### src/rtl/pio_pkg.sv
// Shared definitions for the sensor input PIO: register addresses and edge-capture modes.
package pio_pkg;

   localparam logic [1:0] PIO_ADDR_DATA    = 2'd0;
   localparam logic [1:0] PIO_ADDR_MODE    = 2'd1;
   localparam logic [1:0] PIO_ADDR_IRQMASK = 2'd2;
   localparam logic [1:0] PIO_ADDR_EDGECAP = 2'd3;

   typedef enum logic [1:0] {
      EDGE_RISE = 2'd0,
      EDGE_FALL = 2'd1,
      EDGE_ANY  = 2'd2,
      EDGE_OFF  = 2'd3
   } edge_mode_e;

endpackage

### src/rtl/pio_debounce_bit.sv
// Single-bit debounce filter: a change on d is accepted once it has held for
// DEBOUNCE_CYCLES+1 consecutive clocks. q_next exposes the value q takes at the next edge.
module pio_debounce_bit #(
   parameter int unsigned DEBOUNCE_CYCLES = 16,
   parameter logic        RESET_VALUE     = 1'b0
) (
   input  logic clk,
   input  logic reset_n,
   input  logic d,
   output logic q,
   output logic q_next
);

   generate
      if (DEBOUNCE_CYCLES == 0) begin : g_bypass
         assign q_next = d;
      end else begin : g_filter
         localparam int unsigned CW = $clog2(DEBOUNCE_CYCLES + 1);

         logic [CW-1:0] count;
         logic [CW-1:0] count_next;

         // Count consecutive disagreeing samples; accept the new value at the limit.
         always_comb begin
            q_next     = q;
            count_next = '0;
            if (d == q) begin
               count_next = '0;
            end else if (count == CW'(DEBOUNCE_CYCLES)) begin
               q_next     = d;
               count_next = '0;
            end else begin
               count_next = count + CW'(1);
            end
         end

         // Debounce counter state.
         always_ff @(posedge clk or negedge reset_n) begin
            if (!reset_n) begin
               count <= '0;
            end else begin
               count <= count_next;
            end
         end
      end
   endgenerate

   // Stable (accepted) value.
   always_ff @(posedge clk or negedge reset_n) begin
      if (!reset_n) begin
         q <= RESET_VALUE;
      end else begin
         q <= q_next;
      end
   end

endmodule

### src/rtl/pio_sense_in.sv
// Debounced, edge-capturing, interrupt-capable Avalon-MM input port.
// Address 0 reads the debounced inputs, matching the legacy input PIO.
module pio_sense_in
   import pio_pkg::*;
#(
   parameter int unsigned      WIDTH           = 8,
   parameter int unsigned      DEBOUNCE_CYCLES = 16,
   parameter logic [WIDTH-1:0] RESET_VALUE     = '0
) (
   input  logic             clk,
   input  logic             reset_n,
   input  logic [WIDTH-1:0] in_port,
   input  logic [1:0]       address,
   input  logic             chipselect,
   input  logic             write_n,
   input  logic [31:0]      writedata,
   output logic [31:0]      readdata,
   output logic             irq
);

   logic [WIDTH-1:0] sync1;
   logic [WIDTH-1:0] sync2;
   logic [WIDTH-1:0] stable;
   logic [WIDTH-1:0] stable_next;
   logic [WIDTH-1:0] event_sel;
   logic [WIDTH-1:0] irq_mask;
   logic [WIDTH-1:0] edge_cap;
   logic [WIDTH-1:0] edge_cap_next;
   logic [31:0]      rd_mux;
   edge_mode_e       mode;
   logic             wr_en;
   logic             unused_wdata;

   assign wr_en        = chipselect & ~write_n;
   assign unused_wdata = ^writedata;

   // Two-flop synchroniser for the asynchronous sensor lines.
   always_ff @(posedge clk or negedge reset_n) begin
      if (!reset_n) begin
         sync1 <= RESET_VALUE;
         sync2 <= RESET_VALUE;
      end else begin
         sync1 <= in_port;
         sync2 <= sync1;
      end
   end

   generate
      for (genvar i = 0; i < int'(WIDTH); i++) begin : g_bit
         pio_debounce_bit #(
            .DEBOUNCE_CYCLES (DEBOUNCE_CYCLES),
            .RESET_VALUE     (RESET_VALUE[i])
         ) u_debounce (
            .clk     (clk),
            .reset_n (reset_n),
            .d       (sync2[i]),
            .q       (stable[i]),
            .q_next  (stable_next[i])
         );
      end
   endgenerate

   // Edge events qualified by MODE; they coincide with the stable update.
   always_comb begin
      event_sel = '0;
      unique case (mode)
         EDGE_RISE: event_sel = stable_next & ~stable;
         EDGE_FALL: event_sel = ~stable_next & stable;
         EDGE_ANY:  event_sel = stable_next ^ stable;
         EDGE_OFF:  event_sel = '0;
      endcase
   end

   // Write-1-to-clear capture; a simultaneous new event wins over the clear.
   always_comb begin
      edge_cap_next = edge_cap;
      if (wr_en && address == PIO_ADDR_EDGECAP) begin
         edge_cap_next = edge_cap & ~writedata[WIDTH-1:0];
      end
      edge_cap_next = edge_cap_next | event_sel;
   end

   // Control and capture registers.
   always_ff @(posedge clk or negedge reset_n) begin
      if (!reset_n) begin
         mode     <= EDGE_RISE;
         irq_mask <= '0;
         edge_cap <= '0;
      end else begin
         if (wr_en && address == PIO_ADDR_MODE) begin
            mode <= edge_mode_e'(writedata[1:0]);
         end
         if (wr_en && address == PIO_ADDR_IRQMASK) begin
            irq_mask <= writedata[WIDTH-1:0];
         end
         edge_cap <= edge_cap_next;
      end
   end

   // Read address mux; unused bits read as zero.
   always_comb begin
      rd_mux = '0;
      unique case (address)
         PIO_ADDR_DATA:    rd_mux[WIDTH-1:0] = stable;
         PIO_ADDR_MODE:    rd_mux[1:0]       = mode;
         PIO_ADDR_IRQMASK: rd_mux[WIDTH-1:0] = irq_mask;
         PIO_ADDR_EDGECAP: rd_mux[WIDTH-1:0] = edge_cap;
      endcase
   end

   // Read data is registered every cycle regardless of chipselect.
   always_ff @(posedge clk or negedge reset_n) begin
      if (!reset_n) begin
         readdata <= '0;
      end else begin
         readdata <= rd_mux;
      end
   end

   assign irq = |(edge_cap & irq_mask);

endmodule

### config.mk
export PLATFORM = sky130hd
export DESIGN_NAME = pio_sense_in
export DESIGN_NICKNAME = d
export VERILOG_FILES = /design/src/rtl/pio_pkg.sv /design/src/rtl/pio_debounce_bit.sv /design/src/rtl/pio_sense_in.sv
export SDC_FILE = /design/constraint.sdc
export NUM_CORES = 1
export LEC_CHECK = 0
export CAP_MARGIN = 20
export CORE_ASPECT_RATIO = 0.6
export CORE_MARGIN = 8
export CORE_UTILIZATION = 55
export DETAILED_ROUTE_END_ITERATION = 6
export DONT_BUFFER_PORTS = 1
export PLACE_DENSITY = 0.73
export SYNTH_ARGS = -nofsm -noshare
export SYNTH_HDL_FRONTEND = slang
export SYNTH_HIERARCHICAL = 1
export SYNTH_SLANG_ARGS = --single-unit
### constraint.sdc
create_clock -name clk -period 1.95 [get_ports clk]
set_clock_uncertainty 0.2 [all_clocks]
set_input_delay 0.2925 -clock clk [delete_from_list [all_inputs] [get_ports clk]]
set_output_delay 0.2925 -clock clk [all_outputs]
set_load 0.01 [all_outputs]
=== Word level (Yosys, flattened, before mapping) ===
Index checks and enable logic that the tools add are counted.

* Flip-flop bits (word level): 90
* Output and inout port bits: 33

* Add/sub/neg operators: 8
* Eq/ne operators: 22
* Muxes and demuxes: 36
* Bitwise operators: 11
* Reductions and logical operators: 6

{| class="wikitable"
|+ Operator list
! operator !! number
|-
| $mux W5 || 16
|-
| $add A5 B1 Y5 const B || 8
|-
| $eq A5 B5 Y1 const B || 8
|-
| $and A8 B8 Y8 || 4
|-
| $pmux W8 S4 || 1
|-
| $not A8 Y8 || 3
|-
| $pmux W6 S3 || 1
|-
| $mux W1 || 16
|-
| $eq A1 B1 Y1 || 8
|-
| $eq A2 B2 Y1 const B || 4
|-
| $mux W8 || 1
|-
| $or A8 B8 Y8 || 1
|-
| $pmux W2 S4 || 1
|-
| $reduce_or A8 Y1 || 1
|-
| $xor A8 B8 Y8 || 1
|-
| $eq A2 B1 Y1 const B || 2
|-
| $logic_not A2 Y1 || 2
|-
| $logic_and A1 B1 Y1 || 3
|-
| $and A1 B1 Y1 || 1
|-
| $not A1 Y1 || 1
|}

=== Longest topological paths before layout ===
* Word-level depth: 7
* Depth in mapped cells: 10

=== By module ===
The synthesis kept the hierarchy.

{| class="wikitable"
|+ Modules (own cells, without submodules)
! module !! instances !! cells an instance !! area an instance (µm²) !! seq. area each (µm²)
|-
| pio_debounce_bit || 8 || 25 || 279.0 || 150.1
|-
| pio_sense_in || 1 || 183 || 2183.3 || 1051.0
|}

=== Worst setup path before layout ===
OpenSTA, ideal clock, no wires.

* Kind: flip-flop to flip-flop
* Start point: register g_bit[1].u_debounce.g_filter.count[0]
* End point: register edge_cap[1]
* Arrival time: 1781 ps
* Data required time: 1624 ps
* Path slack: -157 ps
* Cell stages (with the launch flop): 10
* Period minus slack after synthesis: 2107 ps
* Cell sequence: dfrtp_1 -> inv_1 -> ha_1 -> nand2_1 -> nor3_1 -> mux2_2 -> ha_1 -> nand2b_1 -> a21oi_1 -> a221o_1

* Longest elaborated chain between the ends: 7
* Elaborated cells on any way between the ends: 9

{| class="wikitable"
|+ Ends and longest elaborated chain
! item !! RTL line !! source
|-
| from (decl) || pio_debounce_bit.sv:20 || <nowiki>logic [CW-1:0] count;</nowiki>
|-
| from (signal assigned) || pio_debounce_bit.sv:42 || <nowiki>count <= count_next;</nowiki>
|-
| $eq A5 B5 Y1 * || pio_debounce_bit.sv:29 || <nowiki>end else if (count == CW'(DEBOUNCE_CYCLES)) begin</nowiki>
|-
| $mux W1 * || pio_debounce_bit.sv:29 ||
|-
| $mux W1 * || pio_debounce_bit.sv:27 || <nowiki>if (d == q) begin</nowiki>
|-
| named net stable_next[1] || pio_sense_in.sv:24 || <nowiki>logic [WIDTH-1:0] stable_next;</nowiki>
|-
| $not A8 Y8 || pio_sense_in.sv:68 || <nowiki>EDGE_FALL: event_sel = ~stable_next & stable;</nowiki>
|-
| $and A8 B8 Y8 || pio_sense_in.sv:68 ||
|-
| $pmux W8 S4 * || pio_sense_in.sv:66 || <nowiki>unique case (mode)</nowiki>
|-
| $or A8 B8 Y8 * || pio_sense_in.sv:80 || <nowiki>edge_cap_next = edge_cap_next | event_sel;</nowiki>
|-
| named net edge_cap_next[1] || pio_sense_in.sv:28 || <nowiki>logic [WIDTH-1:0] edge_cap_next;</nowiki>
|-
| to (signal assigned) || pio_sense_in.sv:96 || <nowiki>edge_cap <= edge_cap_next;</nowiki>
|-
| to (decl) || pio_sense_in.sv:27 || <nowiki>logic [WIDTH-1:0] edge_cap;</nowiki>
|}

The timed path passes the listed nets; every way through them passes the cells marked *.
A chain may end at the register's enable or synchronous reset.

=== Worst setup path after layout ===
* Start point: register g_bit[7].u_debounce.g_filter.count[0]
* End point: register edge_cap[7]

* Longest elaborated chain between the ends: 7
* Elaborated cells on any way between the ends: 9

{| class="wikitable"
|+ Ends and longest elaborated chain
! item !! RTL line
|-
| from (decl) || pio_debounce_bit.sv:20
|-
| from (signal assigned) || pio_debounce_bit.sv:42
|-
| $eq A5 B5 Y1 * || pio_debounce_bit.sv:29
|-
| $mux W1 * || pio_debounce_bit.sv:29
|-
| $mux W1 * || pio_debounce_bit.sv:27
|-
| named net stable_next[7] || pio_sense_in.sv:24
|-
| $not A8 Y8 || pio_sense_in.sv:68
|-
| $and A8 B8 Y8 || pio_sense_in.sv:68
|-
| $pmux W8 S4 * || pio_sense_in.sv:66
|-
| $or A8 B8 Y8 * || pio_sense_in.sv:80
|-
| named net edge_cap_next[7] || pio_sense_in.sv:28
|}

Marks and branches as above.

==> metrics.yaml <==
timing:
  finalHoldViolCount: 90
  setup_slack_ns: -0.229
  fin_crit_sh_pct: 112
  max_freq_mhz: 459
  period_minus_slack_ns: 2.18
  rsz0062_at_grt: "true"
  setup_tns_ns: -1.57
  holdWs_ns: -0.559
  setup_viol: 8
  tightest_slew_ns: 0.611
  relSlewSlack_pct: 59.2
  slew_violations: 0
worst_setup_path:
  r2r_end: "edge_cap[7]"
  cp-end-kind: "flop"
  path_max_fanout: 3
  critical_path_class: "reg -> reg"
  worstReg2RegStart: "g_bit[7].u_debounce/g_filter.count[0]"
  r2r_cells: 9
  critical_path_required_ns: 1.98
  crit_arrival_ns: 2.20
  r2r_slack_ns: -0.23
  cp-start-kind: "flop"
layout:
  diodes: 0
  area_delta_synth_final_pct: 26.2
  final_common_cell: "dfrtp_1"
  nets: 539
  drive_above_1_share_pct: 26.4
  mostFrequentLayoutCells: "dfrtp_1 (90), buf_4 (57), inv_1 (28)"
logic_synthesis:
  yosys.area.top_type: "dfrtp_1"
  synth_cell_type_count: 31
  synth_compound_area_share_pct: 5.92
  syn_avg_cell_area_um2: 11.5
  yosysTopAreaCellShare_pct: 51.0
  synth_area_um2: 4420
  synth_top_family_by_area: "simple AND/OR/NAND/NOR gates"
  synth-seq-cells: 90
  synth_xor_area_share_pct: 6.35
  syn_inst: 383
  yosysWarnings: 6
  synth_mux_area_share_pct: 7.31
  netlist_top_cells_area: "dfrtp_1 (51%), ha_1 (9.1%), mux2_2 (6.1%), buf_4 (4.6%), xnor2_1 (3.2%)"
  yosysSeqAreaShare_pct: 51.0
  synth_fa_ha_area_share_pct: 9.07
  synthSimpleGateAreaFrac_pct: 12.1
hold_path:
  hp-class: "in -> async"
die:
  coreArea_um2: 7820
  num_io_pins: 79
  die_y_um: 85.4
  die_w_um: 132
  dieArea_um2: 11200
  start_util_pct: 56.5
  fp-row-count: 25
detailed_routing:
  ant_nets: 0
  wl_per_cell_um: 15.7
  drcViolationCount: 0
  drt-pass1-iter-count: 4
  routed_via_density: 5.02
  drt_iter0_drc: 140
  vias: 2879
  drt-total-wl_um: 9000
pwr:
  powerDensity_nw_per_um2: 804
  p_leak_uw: 0.00260
  irDropWorstVdd_v: 0.000512
clocking:
  cts_buffers: 9
  clkLatencyLatePin_ns: 0.35
  htreeDepth: 3
  clkTransAtPathRegs_ns: 0.06
  cts_sinks: 90
  tritoncts: "built"
  clockBufferDepth: 2
  cts_root_buf: "clkbuf_16"
global_routing:
  grt_usage_pct: 16.5
  first_global_vias: 3002
  antenna_found_initial: 0
  grt_pass1_wl_um: 14800
  grt_max_degree: 91
  grt_overflow: 0
placement:
  port_buffers: 0
  dp_hpwl_um: 6080
  dp_worst_setup_slack_ns: -0.208
  gp_congestion: 0.822
run:
  drv_cap: 0
run_status:
  status: "complete, but fails checks"
  violations: "hold timing, setup timing"
[power by group]
group / switching [uW] / internal (uW)
Sequential: 98.5 / 1990
Clock: 691 / 1250
Combinational: 213 / 237
[synthesized netlist by cell type]
master	number
a211o_1	1
a21oi_1	8
a221o_1	7
a22o_1	6
a22oi_1	4
and2_1	16
and4b_1	1
and4bb_1	1
and4bb_4	1
buf_2	1
buf_4	27
buf_6	1
clkbuf_1	1
clkbuf_2	1
clkbuf_8	1
conb_1	1
dfrtp_1	90
ha_1	32
inv_1	32
mux2_2	24
mux4_1	2
nand2_1	17
nand2b_1	16
nand3_1	16
nand4_1	1
nor2_1	26
nor2b_1	1
nor3_1	8
o31ai_1	8
xnor2_1	16
xor2_1	16
[critical path, stage by stage (launching register included)]
cell and delay [ns]:
dfrtp_1 0.39, inv_1 0.07, ha_2 0.17, nand2_2 0.08, nor3_4 0.15, mux2_4 0.35
ha_4 0.26, nand2b_1 0.09, a21oi_1 0.07, a211o_1 0.23
[metal layers]
metal / wire [um] / track usage [%]
met1: 4060 / 20.7
met2: 4380 / 26.5
met3: 484 / 6.25
met4: 81 / 4.35
met5: 0 / 0
[flip-flops by register name (all words and copies together), names as in the netlist]
signal                           count
g_bit.u_debounce/q                   8
readdata                             8
edge_cap                             8
mode                                 2
sync1                                8
irq_mask                             8
g_bit.u_debounce/g_filter.count     40
sync2                                8
[kinds of logic after synthesis]
| group | after synthesis |
|---|---|
| compound gates | 34 |
| fa+ha+maj | 32 |
| other cells | 1 |
| buf+inv | 64 |
| xor+xnor | 32 |
| flops | 90 |
| simple gates | 104 |
| mux | 26 |
[timing repair]
item,in CTS,in global routing
endpoints found under the hold margin,124,91
setup buffers,0,6
hold buffers,18,1
pin swaps,0,6
endpoints found under the setup margin,8,8
resized for setup,10,20
[metrics by stage]
step | instance area [um^2] | total power, uW | util [%] | cells
floorplan | 4570 | 2400 | - | 406
global placement | 4850 | 2480 | 62.0 | 533
global route | 5570 | 4670 | 71.2 | 574
finish | 5570 | 4480 | 71.2 | 574
detailed placement | 4850 | 2490 | 62.0 | 533
CTS | 5400 | 4480 | 69.1 | 567
[worst max-delay path by stage]
| stage | from | to | slack [ns] | cells after the start |
|---|---|---|---|---|
| after floorplan | g_bit[1].u_debounce/g_filter.count[0] | edge_cap[1] | -0.11 | 9 |
| after CTS | g_bit[7].u_debounce/g_filter.count[0] | edge_cap[7] | -0.22 | 9 |
| after detailed placement | g_bit[7].u_debounce/g_filter.count[0] | edge_cap[7] | -0.21 | 9 |
| after global routing | g_bit[2].u_debounce/g_filter.count[0] | edge_cap[2] | -0.32 | 9 |
| final | g_bit[7].u_debounce/g_filter.count[0] | edge_cap[7] | -0.23 | 9 |
| after global placement | g_bit[0].u_debounce/g_filter.count[0] | edge_cap[0] | -0.15 | 9 |
[final cells by class]
type                    count  area (um^2)
fillers                   540         2250
multi-input cells         252         2110
flip-flops and latches     90         2250
clock inverters             5          103
repair buffers             76          618
well taps                 108          135
clock buffers              11          233
inverters                  32          120
No activity file was read; power rests on OpenSTA's default activity.
